File: src/rtl/phase_readout.sv
// Phase readout: synchronizes the diagonal-cell oscillator phases against a
// reference oscillator. It counts per-spin phase mismatches over a
// programmable window. At the end of the window it resolves one spin bit
// per oscillator by majority vote.
module phase_readout #(
  parameter int NUM_SPINS   = 8,
  parameter int COUNT_BITS  = 16,
  parameter int SYNC_STAGES = 2,
  parameter int IDX_BITS    = 3
) (
  input  logic                  clk,
  input  logic                  axi_rstn,
  input  logic [NUM_SPINS-1:0]  phase_in,
  input  logic                  ref_phase,
  input  logic                  start,
  input  logic                  clear,
  input  logic [COUNT_BITS-1:0] settle_cycles,
  input  logic [COUNT_BITS-1:0] window_cycles,
  output logic                  ising_rstn,
  output logic                  busy,
  output logic                  done,
  output logic [NUM_SPINS-1:0]  spins,
  input  logic [IDX_BITS-1:0]   rd_idx,
  output logic [COUNT_BITS-1:0] rd_count
);

  localparam int SW = NUM_SPINS + 1;
  localparam logic [COUNT_BITS-1:0] ONE     = COUNT_BITS'(1);
  localparam logic [COUNT_BITS-1:0] CNT_MAX = '1;

  typedef enum logic [1:0] {S_IDLE, S_SETTLE, S_RUN, S_DONE} state_t;

  state_t                  state_reg, state_next;
  logic [COUNT_BITS-1:0]   timer_reg, timer_next;
  logic [COUNT_BITS-1:0]   settle_lat_reg, window_lat_reg;
  logic                    ising_rstn_reg;
  logic [NUM_SPINS-1:0]    spins_reg;
  logic                    start_accept;
  logic                    last_run;
  logic                    count_en;

  // Synchronizer chain: the reference phase rides in the top bit alongside the spins.
  logic [SW-1:0]           sync_in;
  logic [SW-1:0]           sync_reg [SYNC_STAGES];
  logic [NUM_SPINS-1:0]    sync_phase;
  logic                    sync_ref;

  logic [COUNT_BITS-1:0]   count_vec      [NUM_SPINS];
  logic [COUNT_BITS-1:0]   count_next_vec [NUM_SPINS];
  logic [NUM_SPINS-1:0]    spin_win;

  assign sync_in    = {ref_phase, phase_in};
  assign sync_phase = sync_reg[SYNC_STAGES-1][NUM_SPINS-1:0];
  assign sync_ref   = sync_reg[SYNC_STAGES-1][NUM_SPINS];

  for (genvar gi = 0; gi < SYNC_STAGES; gi++) begin : g_sync
    if (gi == 0) begin : g_first
      // First synchronizer stage captures the raw asynchronous inputs.
      always_ff @(posedge clk or negedge axi_rstn) begin
        if (!axi_rstn) sync_reg[gi] <= '0;
        else           sync_reg[gi] <= sync_in;
      end
    end else begin : g_next
      // Later stages resolve metastability from the previous stage.
      always_ff @(posedge clk or negedge axi_rstn) begin
        if (!axi_rstn) sync_reg[gi] <= '0;
        else           sync_reg[gi] <= sync_reg[gi-1];
      end
    end
  end

  // State register.
  always_ff @(posedge clk or negedge axi_rstn) begin
    if (!axi_rstn) state_reg <= S_IDLE;
    else           state_reg <= state_next;
  end

  // Next-state logic. One timer is shared between settle and window phases.
  always_comb begin
    state_next   = state_reg;
    timer_next   = timer_reg;
    start_accept = 1'b0;
    last_run     = 1'b0;
    unique case (state_reg)
      S_IDLE: begin
        if (start) begin
          start_accept = 1'b1;
          timer_next   = '0;
          state_next   = (settle_cycles != '0) ? S_SETTLE : S_RUN;
        end
      end
      S_SETTLE: begin
        if (timer_reg == settle_lat_reg - ONE) begin
          timer_next = '0;
          state_next = S_RUN;
        end else begin
          timer_next = timer_reg + ONE;
        end
      end
      S_RUN: begin
        // A zero window still spends one cycle here, but nothing is counted.
        if ((window_lat_reg == '0) || (timer_reg == window_lat_reg - ONE)) begin
          last_run   = 1'b1;
          timer_next = '0;
          state_next = S_DONE;
        end else begin
          timer_next = timer_reg + ONE;
        end
      end
      S_DONE: begin
        if (clear) state_next = S_IDLE;
      end
      default: state_next = S_IDLE;
    endcase
  end

  // Control registers: latched run parameters, timer, oscillator enable, spins.
  always_ff @(posedge clk or negedge axi_rstn) begin
    if (!axi_rstn) begin
      timer_reg      <= '0;
      settle_lat_reg <= '0;
      window_lat_reg <= '0;
      ising_rstn_reg <= 1'b0;
      spins_reg      <= '0;
    end else begin
      timer_reg      <= timer_next;
      ising_rstn_reg <= (state_next != S_IDLE);
      if (start_accept) begin
        settle_lat_reg <= settle_cycles;
        window_lat_reg <= window_cycles;
        spins_reg      <= '0;
      end else if (last_run) begin
        spins_reg      <= spin_win;
      end
    end
  end

  assign count_en = (state_reg == S_RUN) && (window_lat_reg != '0);

  for (genvar gi = 0; gi < NUM_SPINS; gi++) begin : g_spin
    logic [COUNT_BITS-1:0] cnt_reg, cnt_next;

    // Saturating mismatch counter for this spin.
    always_comb begin
      cnt_next = cnt_reg;
      if (start_accept)
        cnt_next = '0;
      else if (count_en && (sync_phase[gi] != sync_ref) && (cnt_reg != CNT_MAX))
        cnt_next = cnt_reg + ONE;
    end

    // Mismatch count register.
    always_ff @(posedge clk or negedge axi_rstn) begin
      if (!axi_rstn) cnt_reg <= '0;
      else           cnt_reg <= cnt_next;
    end

    assign count_vec[gi]      = cnt_reg;
    assign count_next_vec[gi] = cnt_next;
  end

  // Majority vote on the count including the final window cycle; ties resolve to 0.
  always_comb begin
    spin_win = '0;
    for (int i = 0; i < NUM_SPINS; i++)
      spin_win[i] = ({count_next_vec[i], 1'b0} > {1'b0, window_lat_reg});
  end

  // Readback mux; out-of-range indices read as zero.
  always_comb begin
    rd_count = '0;
    for (int i = 0; i < NUM_SPINS; i++)
      if (rd_idx == IDX_BITS'(i)) rd_count = count_vec[i];
  end

  assign ising_rstn = ising_rstn_reg;
  assign busy       = (state_reg == S_SETTLE) || (state_reg == S_RUN);
  assign done       = (state_reg == S_DONE);
  assign spins      = spins_reg;

endmodule

File: config.mk
export PLATFORM = sky130hd
export DESIGN_NAME = phase_readout
export DESIGN_NICKNAME = d
export VERILOG_FILES = /design/src/rtl/phase_readout.sv
export SDC_FILE = /design/constraint.sdc
export NUM_CORES = 1
export LEC_CHECK = 0
export ABC_AREA = 1
export CORE_MARGIN = 2
export CORE_UTILIZATION = 40
export CTS_CLUSTER_SIZE = 14
export DETAILED_ROUTE_END_ITERATION = 8
export MAX_ROUTING_LAYER = met4
export SETUP_SLACK_MARGIN = 0.1
export SYNTH_ARGS = -nofsm -noshare
export SYNTH_HDL_FRONTEND = slang
export SYNTH_SLANG_ARGS = --single-unit
File: constraint.sdc
create_clock -name clk -period 9.7 [get_ports clk]
set_clock_uncertainty 0.15 [all_clocks]
set_input_delay 2.91 -clock clk [delete_from_list [all_inputs] [get_ports clk]]
set_output_delay 2.91 -clock clk [all_outputs]
set_load 0.05 [all_outputs]
# [Word level (Yosys, flattened, before mapping)]
# Cells that the tools add are included.
[classes] addsub=11 reduce_logical=28 muxes=40 n_eq_ne=29 magnitude_cmp=8
[op_table] operator="$mux W16" count=27
[op_table] operator="$add A16 B1 Y16 const B" count=9
[op_table] operator="$gt A17 B16 Y1" count=8
[op_table] operator="$ne A16 B16 Y1 const B" count=8
[op_table] operator="$pmux W16 S3" count=1
[op_table] operator="$eq A16 B16 Y1" count=2
[op_table] operator="$reduce_bool A16 Y1" count=2
[op_table] operator="$sub A16 B1 Y16 const B" count=2
[op_table] operator="$logic_and A1 B1 Y1" count=17
[op_table] operator="$logic_not A16 Y1" count=1
[op_table] operator="$mux W8" count=2
[op_table] operator="$eq A3 B3 Y1 const B" count=4
[op_table] operator="$mux W2" count=5
[op_table] operator="$ne A1 B1 Y1" count=8
[op_table] operator="$pmux W2 S4" count=1
[op_table] operator="$eq A3 B2 Y1 const B" count=2
[op_table] operator="$eq A2 B2 Y1 const B" count=2
[op_table] operator="$mux W1" count=4
[op_table] operator="$reduce_bool A2 Y1" count=2
[op_table] operator="$eq A3 B1 Y1 const B" count=1
[op_table] operator="$logic_not A3 Y1" count=1
[op_table] operator="$reduce_bool A3 Y1" count=1
[op_table] operator="$eq A2 B1 Y1 const B" count=1
[op_table] operator="$logic_not A2 Y1" count=1
[op_table] operator="other kinds (3)" count=4
[totals] elab_cells=132 reg_bits=205

# [Depth between registers and ports, before layout]
# Gate-level depths: netlist of the first run.
[depth] word_depth=9 ltp_mapped=31 ltp_nobuf=29

# [Worst setup path after synthesis of the first run]
# Ideal clock, no wire load.
[synth_path] path_kind="input to output" startpoint="in rd_idx[0]" endpoint="out rd_count[11]" arrival_time_ns=4.452 setup_slack_ns=2.188 required_time_ns=6.640 cell_stages=7 path_cell_list="buf_2 > nor2_1 > nand2_1 > clkbuf_1 > o221ai_1 > a221oi_1 > o2111ai_1"
[synth_via] elab_chain_cells=9 word_cells_on_any_way=16 classes_between="7 x eq/ne; 8 x mux; 1 x reduce/logical"
[synth_lines] element="from (decl)" line_no="23" source="input logic [IDX_BITS-1:0] rd_idx,"
[synth_lines] element="$logic_not A3 Y1" line_no="173" source="if (rd_idx == IDX_BITS'(i)) rd_count = count_vec[i];"
[synth_lines] element="$mux W16 (7 in a row)" line_no="173"
[synth_lines] element="$mux W16 *" line_no="173"
[synth_lines] element="to (decl)" line_no="24" source="output logic [COUNT_BITS-1:0] rd_count"
# Every way passes the cells marked *; elsewhere a longest branch is shown, timed or not.

# [Final worst setup path of the first run]
[layout_path] startpoint="in rd_idx[1]" endpoint="out rd_count[9]"
# The elaborated chain is that of the path after synthesis.

==> results of run 1 <==
[final cells by class]
type | instances | area [um^2]
antenna | 1 | 2.50
tap | 518 | 648
multi-input combinational | 1602 | 9240
clock buffer | 39 | 801
sequential | 205 | 5130
timing repair buffer | 83 | 826
fill | 3888 | 20800
clock inverter | 8 | 92.6
inverter | 290 | 1100
[worst paths after layout]
check | startpoint | slack (ps) | to
max reg2reg | window_lat_reg[15] | 5150 | spins[6]
max in group asynchronous | axi_rstn | 6070 | sync_phase[3]
min in group asynchronous | axi_rstn | 2180 | settle_lat_reg[12]
min | sync_reg[14] | 200 | sync_phase[5]
max | rd_idx[1] | 550 | rd_count[9]
min reg2reg | sync_reg[14] | 200 | sync_phase[5]
[logic make-up after synthesis]
logic type	share of synthesized area
adder cells (fa/ha/maj)	0.109
XOR/XNOR	0.0436
AO/OA/AOI/OAI	0.130
AND/OR/NAND/NOR	0.307
flip-flops	0.327
buffers and inverters	0.0842
[routing by layer]
layer,global-route usage,part of all wire,wire [um]
met5,-,0,0
met4,0.103,0.043,2310
met3,0.0335,0.061,3270
met2,0.434,0.46,24500
met1,0.355,0.44,23700
[metrics by stage]
stage          hold slack [ps]  cells   util  setup slack (ps)  power (mW)
2_1_floorplan              181   2146      -              2190        1.86
3_3_place_gp               182   2698  0.438               601        2.23
3_5_place_dp               186   2698  0.438               615        2.25
4_1_cts                    199   2745  0.461               603        3.27
5_1_grt                    200   2746  0.461               502        3.46
6_report                   198   2746  0.461               550        3.28
[cell usage after synthesis, drive strengths merged]
master	number
a2111oi	1
a211oi	4
a21boi	2
a21o	2
a21oi	136
a221oi	13
a22oi	2
a311o	1
a31oi	6
a41oi	3
and3	5
buf	22
clkbuf	27
clkinv	1
dfrtp	205
ha	136
inv	289
nand2	548
nand3	117
nand3b	14
nand4	46
nor2	203
nor3	71
nor3b	9
nor4	19
o2111ai	16
o211ai	2
o21a	3
o21ai	138
o21ba	1
o21bai	5
o221ai	12
o22ai	4
o31ai	1
o41ai	1
or2	3
xnor2	30
xor2	48
[worst reg2reg max path, delay by kind of cell (launching register included)]
kind	cells	cell delay, ps
simple gates	21	2330
buf+inv	4	980
flops	1	390
fa+ha+maj	1	310
compound gates	2	300
[power breakdown]
| part | leakage, nW | internal, mW | switching (mW) |
|---|---|---|---|
| Clock | 0.443 | 0.619 | 0.396 |
| Sequential | 2.47 | 1.01 | 0.233 |
| Combinational | 5.90 | 0.324 | 0.693 |
[layout by cell type, fill, tap and decap left out, types with 14 or more instances in the layout]
cell type	netlist	layout
xnor2_1	30	30
nand4_1	46	46
nor2_1	184	184
ha_1	136	136
o21ai_0	127	127
xor2_1	48	48
nor3_1	62	61
dfrtp_1	205	205
nand3b_1	14	14
clkdlybuf4s50_1	0	73
o2111ai_1	16	16
nand3_1	94	94
a21oi_1	136	136
nor4_1	15	15
nand3_2	21	21
clkbuf_16	0	27
nand2_1	527	526
inv_1	275	274
==> results.cfg, run 1 <==
[run_status]
status = finished, final reports clean

[clocking]
cts_buffer_depth = 3
clk_pin_slew_ps = 60
ctsHoldBuffers = 0
post_cts_buffers = 0
root_buffer = clkbuf_16
postCtsResizedCells = 0
cts_buffers = 26
ctsHtreeMaxLevel = 1
clock_latency_ps = 550
cts_tree = yes
cts.sinks = 205

[sta]
fin_crit_sh = 0.943
grt_setup_unrepaired = false
max_slew.worst_pin.slew_ps = 1040
maxSlewHeadroom = 0.301
report.final.slew_viol_count = 0
fin_tns_setup_ps = 0
hold_violations = 0
post-route-min-period_ps = 9150
clock.fmax_ghz = 0.109
finalSetupViolCount = 0

[synth]
ys_warn_count = 0
synth_nets = 2330
synth_area_leaders = dfrtp_1 (33%), nand2_1 (13%), ha_1 (11%)
avgSynthCellArea_um2 = 7.30
yosys.area.top_type = dfrtp_1
synth_top_area_share = 0.327
ys_seq_area_frac = 0.327
ys_ff_latch = 205
syn_area_um2 = 15700
yosysUniqueCellTypes = 62
synth_cells = 2146

[grt]
track_usage = 0.272
grt_overflow = 0
grt_first_pass_wirelength_um = 83400
grt_antenna_before_repair = 1
grt_pass1_vias = 14300
grt_max_degree = 115

[critical_path]
arrival_ps = 6090
startpoint_type = input port
cp_top_family = buffers and inverters
worstPathRequired_ps = 6640
rr_worst_depth = 28
worst-path-max-fanout = 13
path_cells = clkdlybuf4s50_1 -> inv_1 -> nand3_1 -> o21ai_0 -> a2111oi_0 -> o2111ai_1 -> clkdlybuf4s50_1
path_class = input port to output pin
cp.depth = 7
critical-path-max-stage-delay_ps = 780
crit_buf_inv = 3
endpoint_kind = output pin
path_common_cell = clkdlybuf4s50_1
cpMaxStageDelayCell = clkdlybuf4s50_1

[finish]
finish.instance_area_um2 = 17800
drive_gt1_frac = 0.0683
area_delta_synth_final_pct = 13.8
nets = 2392
largest_register_ffs = 128

[pwr]
peakVddDrop_mv = 0.126
power_leakage_nw = 8.82
power.density_nw_per_um2 = 184

[hold_path]
worstHoldPathCells = 0
hold_path.class = register to register

[floorplanning]
die_h_um = 202
start_util = 0.406
dieArea_um2 = 40800
coreArea_um2 = 38600
rows = 72
ios = 75
die_x_um = 202

[flow_run]
drv_cap = 0

[drt]
drt_iter0_drc = 1294
viasPerCell = 5.45
wl_um = 53800
post-route-drc-count = 0
first_pass_iters = 6
num_vias = 15000
wl_per_cell_um = 19.6
drtAntennaViolNets = 0

[placed_design]
placed_cell_area_um2 = 16900
place_hpwl_um = 40100
io_buffers = 74
gp_congestion = 0.980
No activity file was read; power rests on OpenSTA's default activity.
==> run 2: changes to the inputs <==
--- a/config.mk
+++ b/config.mk
@@ -6,11 +6,13 @@
 export NUM_CORES = 1
 export LEC_CHECK = 0
 export ABC_AREA = 1
+export CAP_MARGIN = 20
 export CORE_MARGIN = 2
 export CORE_UTILIZATION = 40
 export CTS_CLUSTER_SIZE = 14
 export DETAILED_ROUTE_END_ITERATION = 8
 export MAX_ROUTING_LAYER = met4
+export PLACE_DENSITY = 0.55
 export SETUP_SLACK_MARGIN = 0.1
 export SYNTH_ARGS = -nofsm -noshare
 export SYNTH_HDL_FRONTEND = slang
==> results.cfg, run 2 (synthesis gave the netlist of run 1 again) <==
[critical_path]
cpMaxStageDelayCell = clkdlybuf4s50_1
path_common_cell = clkdlybuf4s50_1
endpoint = rd_count[11]
startpoint_type = input port
crit_buf_inv = 3
cp.depth = 7
path_class = input port to output pin
worst-path-max-fanout = 13
critPathLaunch = rd_idx[1]
rr_worst_depth = 27
cp_top_family = buffers and inverters
path_cells = clkdlybuf4s50_1 -> inv_1 -> nand3_1 -> o221ai_1 -> a221oi_1 -> o2111ai_1 -> clkdlybuf4s50_1
endpoint_kind = output pin
worstPathRequired_ps = 6640
r2r_start = window_lat_reg[0]
arrival_ps = 5760
reg2reg_slack_ps = 5140
r2r_end = spins[6]
critical-path-max-stage-delay_ps = 740

[grt]
grt_pass1_vias = 14100
grt_max_degree = 96
track_usage = 0.283
grt_antenna_before_repair = 1
grt_overflow = 0
grt_first_pass_wirelength_um = 86000

[placed_design]
place_hpwl_um = 41500
gp_congestion = 0.977
io_buffers = 74

[sta]
max_slew.worst_pin.slew_ps = 1030
maxSlewHeadroom = 0.312
finalSetupViolCount = 0
report.final.slew_viol_count = 0
post-route-min-period_ps = 8820
hold_violations = 0
fin_tns_setup_ps = 0
clock.fmax_ghz = 0.113
grt_setup_unrepaired = false
fin_crit_sh = 0.909

[pwr]
peakVddDrop_mv = 0.115
power.density_nw_per_um2 = 185
power.total_mw = 3.29
power_leakage_nw = 8.82

[hold_path]
hold_path.class = register to register

[finish]
largest_register_ffs = 128
nets = 2394
final_common_cell = nand2_1
drive_gt1_frac = 0.0705
area_delta_synth_final_pct = 13.6
mostFrequentLayoutCells = nand2_1 (526), inv_1 (274), dfrtp_1 (205)

[clocking]
cts.sinks = 205
ctsHoldBuffers = 0
root_buffer = clkbuf_16
ctsHtreeMaxLevel = 1
clk_pin_slew_ps = 50
post_cts_buffers = 0
clock_latency_ps = 560
cts_tree = yes
cts_buffers = 27
postCtsResizedCells = 0
cts_buffer_depth = 3

[drt]
drtAntennaViolNets = 0
drt_iter0_drc = 1109
first_pass_iters = 5
num_vias = 14900
wl_um = 55900
viasPerCell = 5.44
post-route-drc-count = 0
wl_per_cell_um = 20.3

[floorplanning]
dieArea_um2 = 40800
die_x_um = 202
die_h_um = 202
ios = 75
start_util = 0.406
coreArea_um2 = 38600
rows = 72

[flow_run]
drv_cap = 0

[run_status]
status = finished, final reports clean
## run 2: cell types whose count changed in the layout (fill, tap and decap cells not counted)
cell and delta:
buf_4 +8, clkdlybuf4s50_1 -6, clkbuf_8 -4, clkbuf_1 +3, buf_12 -1, bufinv_16 +1
nor3_1 -1, nor3_2 +1
## run 2: how the worst min path moves through the flow
| stage | start | to | slack, ps | cells past startpoint |
|---|---|---|---|---|
| final | sync_reg[15] | sync_phase[6] | 200 | 0 |
| after detailed placement | sync_reg[16] | sync_phase[7] | 190 | 0 |
| after CTS | sync_reg[17] | sync_ref | 200 | 0 |
| after global placement | sync_reg[14] | sync_phase[5] | 180 | 0 |
| after global routing | sync_reg[11] | sync_phase[2] | 200 | 0 |
| after floorplan | sync_reg[9] | sync_phase[0] | 180 | 0 |
## run 2: layer usage
metal	share of wire	global-route usage	wire, um
met1	0.45	0.372	25000
met2	0.47	0.464	26400
met3	0.051	0.0282	2850
met4	0.030	0.0827	1670
met5	0	-	0
## run 2: layout make-up
| cell class | instances | area, um^2 |
|---|---|---|
| diodes | 1 | 2.50 |
| clock buffers | 38 | 757 |
| clock inverters | 9 | 123 |
| fillers | 3873 | 20800 |
| inverters | 290 | 1100 |
| multi-input cells | 1602 | 9240 |
| flip-flops and latches | 205 | 5130 |
| well taps | 518 | 648 |
| repair buffers | 84 | 806 |
## run 2: report_power, final
group          leakage, nW  switching (mW)  internal [mW]  total [mW]
clock                0.432           0.403          0.617        1.02
combinational         5.91           0.693          0.320        1.01
sequential            2.47           0.240           1.01        1.25
## run 2: per-stage QoR
stage / hold WS [ps] / std cells / area [um^2] / setup WS [ps] / util
after global placement: 183 / 2699 / 16900 / 938 / 0.438
final: 197 / 2747 / 17800 / 881 / 0.461
after global routing: 203 / 2747 / 17800 / 760 / 0.461
after floorplan: 181 / 2146 / 15700 / 2190 / -
after CTS: 200 / 2746 / 17800 / 947 / 0.461
after detailed placement: 186 / 2699 / 16900 / 946 / 0.438
==> run 3: changes to the inputs <==
==> constraint.sdc (replaced) <==
create_clock -name clk -period 8.3 [get_ports clk]
set_clock_uncertainty 0.15 [all_clocks]
set_input_delay 2.49 -clock clk [delete_from_list [all_inputs] [get_ports clk]]
set_output_delay 2.49 -clock clk [all_outputs]
set_load 0.05 [all_outputs]
==> results.cfg, run 3 (synthesis gave the netlist of run 1 again) <==
[drt]
drtAntennaViolNets = 0
viasPerCell = 5.35
wl_per_cell_um = 20.1
wl_um = 55100
first_pass_iters = 5
post-route-drc-count = 0
drt_iter0_drc = 1343
num_vias = 14700

[critical_path]
r2r_start = window_lat_reg[15]
worst-path-max-fanout = 13
worstPathRequired_ps = 5660
critPathLaunch = rd_idx[2]
cpMaxStageDelayCell = a2111oi_0
path_cells = clkdlybuf4s50_1 -> inv_1 -> nand3_1 -> buf_4 -> o21ai_0 -> a2111oi_0 -> o2111ai_1 -> buf_12
path_class = input port to output pin
arrival_ps = 5050
startpoint_type = input port
critical-path-max-stage-delay_ps = 780
endpoint_kind = output pin

[placed_design]
place_hpwl_um = 41000
gp_congestion = 0.985
place_inst = 2700
io_buffers = 74

[finish]
fin_cells = 2745
num-fill-cells = 3897
mostFrequentLayoutCells = nand2_1 (526), inv_1 (274), dfrtp_1 (205)
largest_register_ffs = 128
diodes = 0
nets = 2394
drive_gt1_frac = 0.0750
final_common_cell = nand2_1
area_delta_synth_final_pct = 14.5

[flow_run]
drv_cap = 0

[clocking]
cts_tree = yes
cts_buffer_depth = 3
clk_pin_slew_ps = 60
ctsHoldBuffers = 0
post_cts_buffers = 0
cts.sinks = 205
ctsHtreeMaxLevel = 1
cts_buffers = 26
clock_latency_ps = 560
root_buffer = clkbuf_16
postCtsResizedCells = 0

[hold_path]
hold_path.class = register to register
hold_start = sync_reg[10]

[grt]
grt_antenna_before_repair = 0
grt_use_met1 = 0.371
use_met3 = 0.0266
grt_pass1_vias = 14200
busiest_layer = met2
grt_max_degree = 120
grt_use_met2 = 0.449
track_usage = 0.280
grt_overflow = 0
grt_first_pass_wirelength_um = 85200

[sta]
post-route-min-period_ps = 7690
clock.fmax_ghz = 0.130
fin_crit_sh = 0.927
maxSlewHeadroom = 0.322
max_slew.worst_pin.slew_ps = 1010
hold_violations = 0
report.final.slew_viol_count = 0
grt_setup_unrepaired = false
finalSetupViolCount = 0
fin_tns_setup_ps = 0

[pwr]
peakVddDrop_mv = 0.136
power.density_nw_per_um2 = 214
power_leakage_nw = 8.88

[floorplanning]
ios = 75
coreArea_um2 = 38600
rows = 72
die_x_um = 202
dieArea_um2 = 40800
start_util = 0.406
die_h_um = 202

[run_status]
status = finished, final reports clean
run 3: cell types whose count changed in the layout (fill, tap and decap cells not counted), sizes merged:
| cell | previous run | this run |
|---|---|---|
| buf | 17 | 28 |
| bufinv | 3 | 1 |
| clkbuf | 38 | 39 |
| clkdlybuf4s50 | 67 | 57 |
| clkinvlp | 1 | 0 |
| diode | 1 | 0 |
run 3: per-stage QoR:
stage	power [mW]	cell area (um^2)	utilization	hold slack, ps	worst slack (ps)
2_1_floorplan	2.17	15700	-	181	1630
3_3_place_gp	2.67	17100	0.443	183	648
3_5_place_dp	2.69	17100	0.443	185	589
4_1_cts	3.83	18000	0.465	197	589
5_1_grt	4.06	18000	0.465	202	500
6_report	3.84	18000	0.465	196	607
run 3: final cells by class:
| class | instances | area, um^2 | area share |
|---|---|---|---|
| Inverter | 290 | 1100 | 0.0611 |
| Sequential cell | 205 | 5130 | 0.286 |
| Multi-Input combinational cell | 1602 | 9240 | 0.515 |
| Timing Repair Buffer | 85 | 1000 | 0.0558 |
| Tap cell | 518 | 648 | 0.0361 |
| Clock buffer | 39 | 781 | 0.0435 |
| Clock inverter | 6 | 55.1 | 0.00307 |
run 3: path summary, 6_finish.rpt:
kind	end	slack [ps]	cells past startpoint
setup / recovery	rd_count[9]	610	8
hold / removal	sync_phase[1]	200	0
setup reg to reg	spins[2]	3730	26
hold reg to reg	sync_phase[1]	200	0
max in group asynchronous	g_spin[4].cnt_reg[15]	5080	2
min in group asynchronous	timer_reg[14]	1760	1
run 3: worst max-delay path, delay by kind of cell:
| family | cells | cell delay (ps) |
|---|---|---|
| and+or+nand+nor | 1 | 120 |
| AOI/OAI and AO/OA | 3 | 1240 |
| buffers and inverters | 4 | 1190 |
run 3: layer usage:
layer  share of wire  up-vias  wire length (um)
li1                -     7261                 -
met1            0.45     6947             25000
met2            0.46      392             25300
met3           0.045       93              2480
met4           0.041        0              2270
met5               0        -                 0
run 3: where the power goes:
group / switching (mW) / total (mW) / internal, mW / leakage, nW
registers: 0.273 / 1.46 / 1.18 / 2.47
logic: 0.821 / 1.24 / 0.419 / 5.99
clock network: 0.473 / 1.15 / 0.674 / 0.417
total: 1.57 / 3.84 / 2.28 / 8.88
